## config.mk

```make
export PLATFORM = sky130hd
export DESIGN_NAME = laby4_poda
export DESIGN_NICKNAME = d
export VERILOG_FILES = /design/src/rtl/laby4_poda_pkg.sv /design/src/rtl/laby4_poda_sync.sv /design/src/rtl/laby4_poda.sv
export SDC_FILE = /design/constraint.sdc
export NUM_CORES = 1
export LEC_CHECK = 0
export CAP_MARGIN = 5
export CORE_MARGIN = 5
export CORE_UTILIZATION = 30
export CTS_CLUSTER_DIAMETER = 30
export CTS_CLUSTER_SIZE = 24
export DETAILED_ROUTE_END_ITERATION = 10
export PLACE_DENSITY = 0.54
export RECOVER_POWER = 50
export SLEW_MARGIN = 0
export SYNTH_ARGS = -nofsm -noshare
export SYNTH_HDL_FRONTEND = slang
export SYNTH_HIERARCHICAL = 1
export SYNTH_SLANG_ARGS = --single-unit
```

## constraint.sdc

```tcl
create_clock -name i_clk -period 3.2 [get_ports i_clk]
set_input_delay 0.48 -clock i_clk [delete_from_list [all_inputs] [get_ports i_clk]]
set_output_delay 0.48 -clock i_clk [all_outputs]
set_load 0.01 [all_outputs]
```

## src/rtl/laby4_poda_pkg.sv

```systemverilog
// laby4_poda_pkg: shared truth-table constants, default counter width and
// the table lookup helper for the laby4_poda function unit.
package laby4_poda_pkg;

    // Truth tables indexed by {b,c}
    localparam logic [3:0] TT_AND  = 4'b1000;
    localparam logic [3:0] TT_OR   = 4'b1110;
    localparam logic [3:0] TT_XOR  = 4'b0110;
    localparam logic [3:0] TT_NAND = 4'b0111;
    localparam logic [3:0] TT_NOR  = 4'b0001;
    localparam logic [3:0] TT_XNOR = 4'b1001;

    localparam int unsigned CNT_W_DEF = 8;

    function automatic logic tt_lookup(input logic [3:0] tt, input logic b, input logic c);
        return tt[{b, c}];
    endfunction

endpackage

```

## src/rtl/laby4_poda_sync.sv

```systemverilog
// laby4_poda_sync: 1-bit two-flop synchronizer, async active-low reset to 0.
module laby4_poda_sync (
    input  logic i_clk,
    input  logic i_rst_n,
    input  logic i_d,
    output logic o_q
);

    logic meta_q;

    // Two back-to-back flops; meta_q may go metastable, o_q is the safe copy
    always_ff @(posedge i_clk or negedge i_rst_n) begin
        if (!i_rst_n) begin
            meta_q <= 1'b0;
            o_q    <= 1'b0;
        end else begin
            meta_q <= i_d;
            o_q    <= meta_q;
        end
    end

endmodule

```

## src/rtl/laby4_poda.sv

```systemverilog
// laby4_poda: programmable 2-input Boolean function unit. y = tt[{b,c}],
// registered, with a toggle pulse and a saturating high-cycle counter.
// Optional macro LABY4_PODA_SYNC_EN puts a 2-flop synchronizer on b and c.
module laby4_poda
    import laby4_poda_pkg::*;
#(
    parameter int unsigned CNT_W  = CNT_W_DEF,
    parameter logic [3:0]  TT_RST = TT_XOR
) (
    input  logic             i_clk,
    input  logic             i_rst_n,
    input  logic             i_b,
    input  logic             i_c,
    input  logic             i_cfg_we,
    input  logic [3:0]       i_cfg_tt,
    input  logic             i_cnt_clr,
    output logic             o_y,
    output logic             o_toggle,
    output logic [3:0]       o_tt,
    output logic [CNT_W-1:0] o_high_cnt
);

    logic       b_eval;
    logic       c_eval;
    logic [3:0] tt_q;
    logic       y_d;

`ifdef LABY4_PODA_SYNC_EN
    laby4_poda_sync u_sync_b (
        .i_clk   (i_clk),
        .i_rst_n (i_rst_n),
        .i_d     (i_b),
        .o_q     (b_eval)
    );

    laby4_poda_sync u_sync_c (
        .i_clk   (i_clk),
        .i_rst_n (i_rst_n),
        .i_d     (i_c),
        .o_q     (c_eval)
    );
`else
    assign b_eval = i_b;
    assign c_eval = i_c;
`endif

    // Lookup uses the table value before any write at this edge
    assign y_d  = tt_lookup(tt_q, b_eval, c_eval);
    assign o_tt = tt_q;

    // Truth-table register
    always_ff @(posedge i_clk or negedge i_rst_n) begin
        if (!i_rst_n) begin
            tt_q <= TT_RST;
        end else if (i_cfg_we) begin
            tt_q <= i_cfg_tt;
        end
    end

    // Registered result and change pulse
    always_ff @(posedge i_clk or negedge i_rst_n) begin
        if (!i_rst_n) begin
            o_y      <= 1'b0;
            o_toggle <= 1'b0;
        end else begin
            o_y      <= y_d;
            o_toggle <= (y_d != o_y);
        end
    end

    // Saturating count of cycles where the registered y is high; clear wins
    always_ff @(posedge i_clk or negedge i_rst_n) begin
        if (!i_rst_n) begin
            o_high_cnt <= '0;
        end else if (i_cnt_clr) begin
            o_high_cnt <= '0;
        end else if (o_y && (o_high_cnt != {CNT_W{1'b1}})) begin
            o_high_cnt <= o_high_cnt + 1'b1;
        end
    end

endmodule

```

### Word-level counts from Yosys, hierarchy flattened

Index checks and enable logic that the tools add are counted.
Widths: inputs -> output; s select.

| operators by class | value |
|---|---|
| reduce and logical (&&, ||, !) cells | 2 |
| add/sub/neg operators | 1 |
| muxes and demuxes | 4 |
| eq/ne operators | 2 |
| order comparisons | 1 |

Operators by type and width:

| operator | number |
|---|---|
| $mux 8 | 2 |
| $add 8x1->8 const B | 1 |
| $ne 8x8->1 const B | 1 |
| $lt 2x3->1 const B | 1 |
| $bmux 1 s2 | 1 |
| $reduce_bool 2->1 | 1 |
| $logic_and 1x1->1 | 1 |
| $mux 1 | 1 |
| $ne 1x1->1 | 1 |

| storage, ports and cells | value |
|---|---|
| bits of input ports | 10 |
| output and inout bits | 14 |
| word-level logic and storage cells | 14 |
| bits in registers | 14 |

### Logic depth before layout (Yosys ltp)

| logic depth | value |
|---|---|
| depth in word-level cells | 4 |
| gate-level depth with buffers | 5 |
| depth with buffers taken out | 4 |

### Worst setup path after synthesis

OpenSTA, ideal clock, no wires.

| timing | value |
|---|---|
| kind | register to register |
| start point | register o_high_cnt[0] |
| end point | register o_high_cnt[0] |
| buffers on the path | 1 |
| data arrival time | 1445 ps |
| stages on the path, launching flop included | 6 |
| setup slack | 1629 ps |
| period minus slack after synthesis | 1571 ps |
| cells stage by stage | dfrtp_1 ha_1 and2_1 buf_4 a31oi_4 mux2_4 |

| between the ends | value |
|---|---|
| cells in the longest elaborated chain, start to end | 3 |

RTL lines:

| item | line | RTL |
|---|---|---|
| from (decl) | laby4_poda.sv:20 | `output logic [CNT_W-1:0] o_high_cnt` |
| from (signal assigned) | laby4_poda.sv:78 | `o_high_cnt <= o_high_cnt + 1'b1;` |
| $add 8x1->8 or $ne 8x8->1 (tied branches) | laby4_poda.sv:78, laby4_poda.sv:77 |  |
| $mux 8 or $logic_and 1x1->1 (tied branches) | laby4_poda.sv:77 | `end else if (o_y && (o_high_cnt != {CNT_W{1'b1}})) begin` |
| $mux 8 or $reduce_bool 2->1 (tied branches) | -- |  |

Parallel ways exist; a longest one is shown, timed or not. The select of a mux whose other input is x is not followed.
A chain may end at the register's enable or synchronous reset.

### Worst setup path after layout

| timing | value |
|---|---|
| start point | register tt_q[2] (netlist: o_tt[2]) |
| end point | output port o_tt[2] |

RTL lines:

| item | line | RTL |
|---|---|---|
| from (decl) | laby4_poda.sv:25 | `logic [3:0] tt_q;` |
| from (signal assigned) | laby4_poda.sv:56 | `tt_q <= i_cfg_tt;` |
| to (decl) | laby4_poda.sv:19 | `output logic [3:0] o_tt,` |

No word-level cell between the ends.

==> flow_metrics.tcl <==
set metrics [dict create \
    reg2reg_from "o_high_cnt[0]$_DFFE_PN0P_" \
    antenna_left 0 \
    vias 553 \
    min_period_ns 1.83 \
    synth_cell_types 33 \
    crit_fanout 3 \
    worst_pin_slew_ns 0.624 \
    cap_violations 0 \
    num_rows 17 \
    wl_met2_um 734 \
    syn_inst 60 \
    slew_violations 0 \
    syn_nets 71 \
    clock_path_buffers 2 \
    overflow 0 \
    cp_data_required_time_ns 2.72 \
    grt_pass1_vias 582 \
    drt_iter0_markers 7 \
    grt_pass1_wl_um 2540 \
    cp_num_buf_inv 1 \
    synth-seq-cells 14 \
    r2r_slack_ns 1.52 \
    track_usage_pct 9.40 \
    reg2reg_to "o_high_cnt[0]$_DFFE_PN0P_" \
    post_cts_buffers 0 \
    initial_core_util_pct 31.8 \
    clkSinkCount 14 \
    rsz0062_at_grt "no" \
    antenna_found_initial 0 \
    irDropWorstVdd_uv 220 \
    setup_ws_ns 1.37 \
    wire_per_inst_um 13.4 \
    cpPeakStageDelay_ns 0.55 \
    met3_length_um 125 \
    io_pins 24 \
    cts_resized 0 \
    hold_violations 0 \
    synthesis.area_um2 717 \
    die_h_um 58.9 \
    antenna_cells 0 \
    end_kind "primary output" \
    cellPowerDensity_mw_per_mm2 398 \
    status "complete, no violations" \
    core_mm2 0.00225 \
    place_ws_ns 1.45 \
    hp-start "o_tt[3]$_DFFE_PN0P_" \
    synth_async_sr_flop_share_pct 100 \
    drt-pass1-iter-count 2 \
    place_congestion 0.733 \
    path_clk_slew_ns 0.08 \
    portBuffers 23 \
    ys.flop_type "dfrtp_1" \
    syn_area_per_cell_um2 11.9 \
    fin_tns_setup_ns 0 \
    drc 0 \
    grt_max_degree 15 \
    post-route-period-util_pct 57.2 \
    ys_warn_count 6 \
    path_class "register to primary output" \
    critPathLaunchType "register" \
    power_leakage_nw 0.371 \
    cts_root_buf "clkbuf_4" \
    wl_met1_um 628 \
    area_growth_pct 37.0 \
    wirelength_um 1490 \
    synth-edff-count 0 \
    die-area_mm2 0.00347 \
    crit_path_top_delay_cell "dfstp_2" \
    cts_tree "done" \
    cts.htree.levels 1 \
    hold_end "o_tt[3]$_DFFE_PN0P_" \
    viasPerCell 4.98 \
    die_x_um 58.9 \
    seq_area_frac_synth_pct 49.2 \
    hp-class "register to register" \
    cts_hold_buf 0 \
    fin_skew_ns 0.00548 \
    finalSetupViolCount 0 \
    numCtsBuffers 3 \
    clock.fmax_mhz 547 \
    drive_gt1_share_pct 16.9 \
    clkLatencyLatePin_ns 0.27 \
    cp_cell_sequence "clkdlybuf4s50_1" \
    crit_arrival_ns 1.35 \
    reg2reg_depth 4 \
    slew_headroom_pct 58.2 \
    top_layer_used "met3" \
    worstHoldPathCells 1 \
    cpLargestDelayFamily "flip-flops" \
    nets 96 \
    dp_hpwl_um 1190 \
]
-- synth_stat cells, types with 2 or more instances --
cell      instances  share of area (%)
a211oi_1          2                2.1
a21oi_1           2                1.4
a31oi_1           2                1.7
dfrtp_1          12                 42
dfstp_2           2                7.3
inv_1             4                2.1
mux2_2            4                6.3
nand2b_1          3                2.6
nor3_1            5                3.5
-- layer usage --
metal / GRT usage, % / vias to the layer above
met2: 16.6 / 18
met1: 10.9 / 266
li1: - / 269
met5: 0 / -
met3: 3.29 / 0
met4: 1.94 / 0
-- cells in the final DEF, fill, tap and decap left out, drive strengths merged --
cell	count
xnor2	1
mux2	5
mux2i	1
inv	4
and2	2
clkbuf	3
nor3	5
nor2	1
nor4b	1
a211oi	2
nand2	1
ha	1
mux4	1
dfrtp	12
o31a	1
a2111oi	1
nor4	1
dfstp	2
a21oi	2
clkdlybuf4s50	20
dlygate4sd3	3
a311oi	1
nand3	1
nand2b	3
nand4	1
and3	1
nor2b	1
and4	1
a31oi	3
a41oi	1
-- worst reg2reg max path, cell delays in order (launching register included) --
cell and delay, ns:
dfrtp_1 0.44, ha_1 0.25, and2_0 0.31, a31oi_4 0.26, mux2_4 0.31
-- layout make-up --
class	count	area, um2
Inverter	4	15.0
Multi-Input combinational cell	39	327
Sequential cell	14	353
Fill cell	241	1270
Clock buffer	3	22.5
Timing Repair Buffer	23	230
Tap cell	28	35.0
-- cell families (layout without fill, tap and decap cells) --
| group | Yosys count | count (layout) | synth area share [%] |
|---|---|---|---|
| AND/OR/NAND/NOR | 19 | 19 | 15.7 |
| adder cells (fa/ha/maj) | 1 | 1 | 1.74 |
| multiplexers | 7 | 7 | 12.9 |
| buffers and inverters | 7 | 30 | 5.23 |
| flip-flops | 14 | 14 | 49.2 |
| XOR/XNOR | 1 | 1 | 1.22 |
| AO/OA/AOI/OAI | 11 | 11 | 14.0 |
-- registers in the layout, summed over array words and instances, names as in the netlist --
name,count
o_y,1
o_tt,4
o_toggle,1
o_high_cnt,8
-- metrics by stage --
step	total power [mW]	std cells	instance area, um2	hold WS (ns)	utilization (%)
2_1_floorplan	0.249	60	717	0.184	-
3_3_place_gp	0.302	108	960	0.527	42.6
3_5_place_dp	0.302	108	960	0.531	42.6
4_1_cts	0.402	111	982	0.553	43.6
5_1_grt	0.416	111	982	0.595	43.6
6_report	0.391	111	982	0.544	43.6
-- report_power, final --
part	total (mW)	switching, mW	internal, mW	leakage [nW]
Clock	0.0947	0.0513	0.0434	0.0138
Sequential	0.209	0.0149	0.194	0.178
Combinational	0.0872	0.0321	0.0550	0.179
Total	0.391	0.0984	0.292	0.371
-- worst max-delay path by stage --
stage | startpoint | end | cells past startpoint
global route | o_tt[1]$_DFFE_PN1P_ | o_tt[1] | 1
CTS | o_tt[2]$_DFFE_PN1P_ | o_tt[2] | 1
floorplan | o_high_cnt[0]$_DFFE_PN0P_ | o_high_cnt[0]$_DFFE_PN0P_ | 5
finish | o_tt[2]$_DFFE_PN1P_ | o_tt[2] | 1
global placement | i_c | o_toggle$_DFF_PN0_ | 3
detailed placement | i_c | o_toggle$_DFF_PN0_ | 3
No activity file was read; power rests on OpenSTA's default activity.
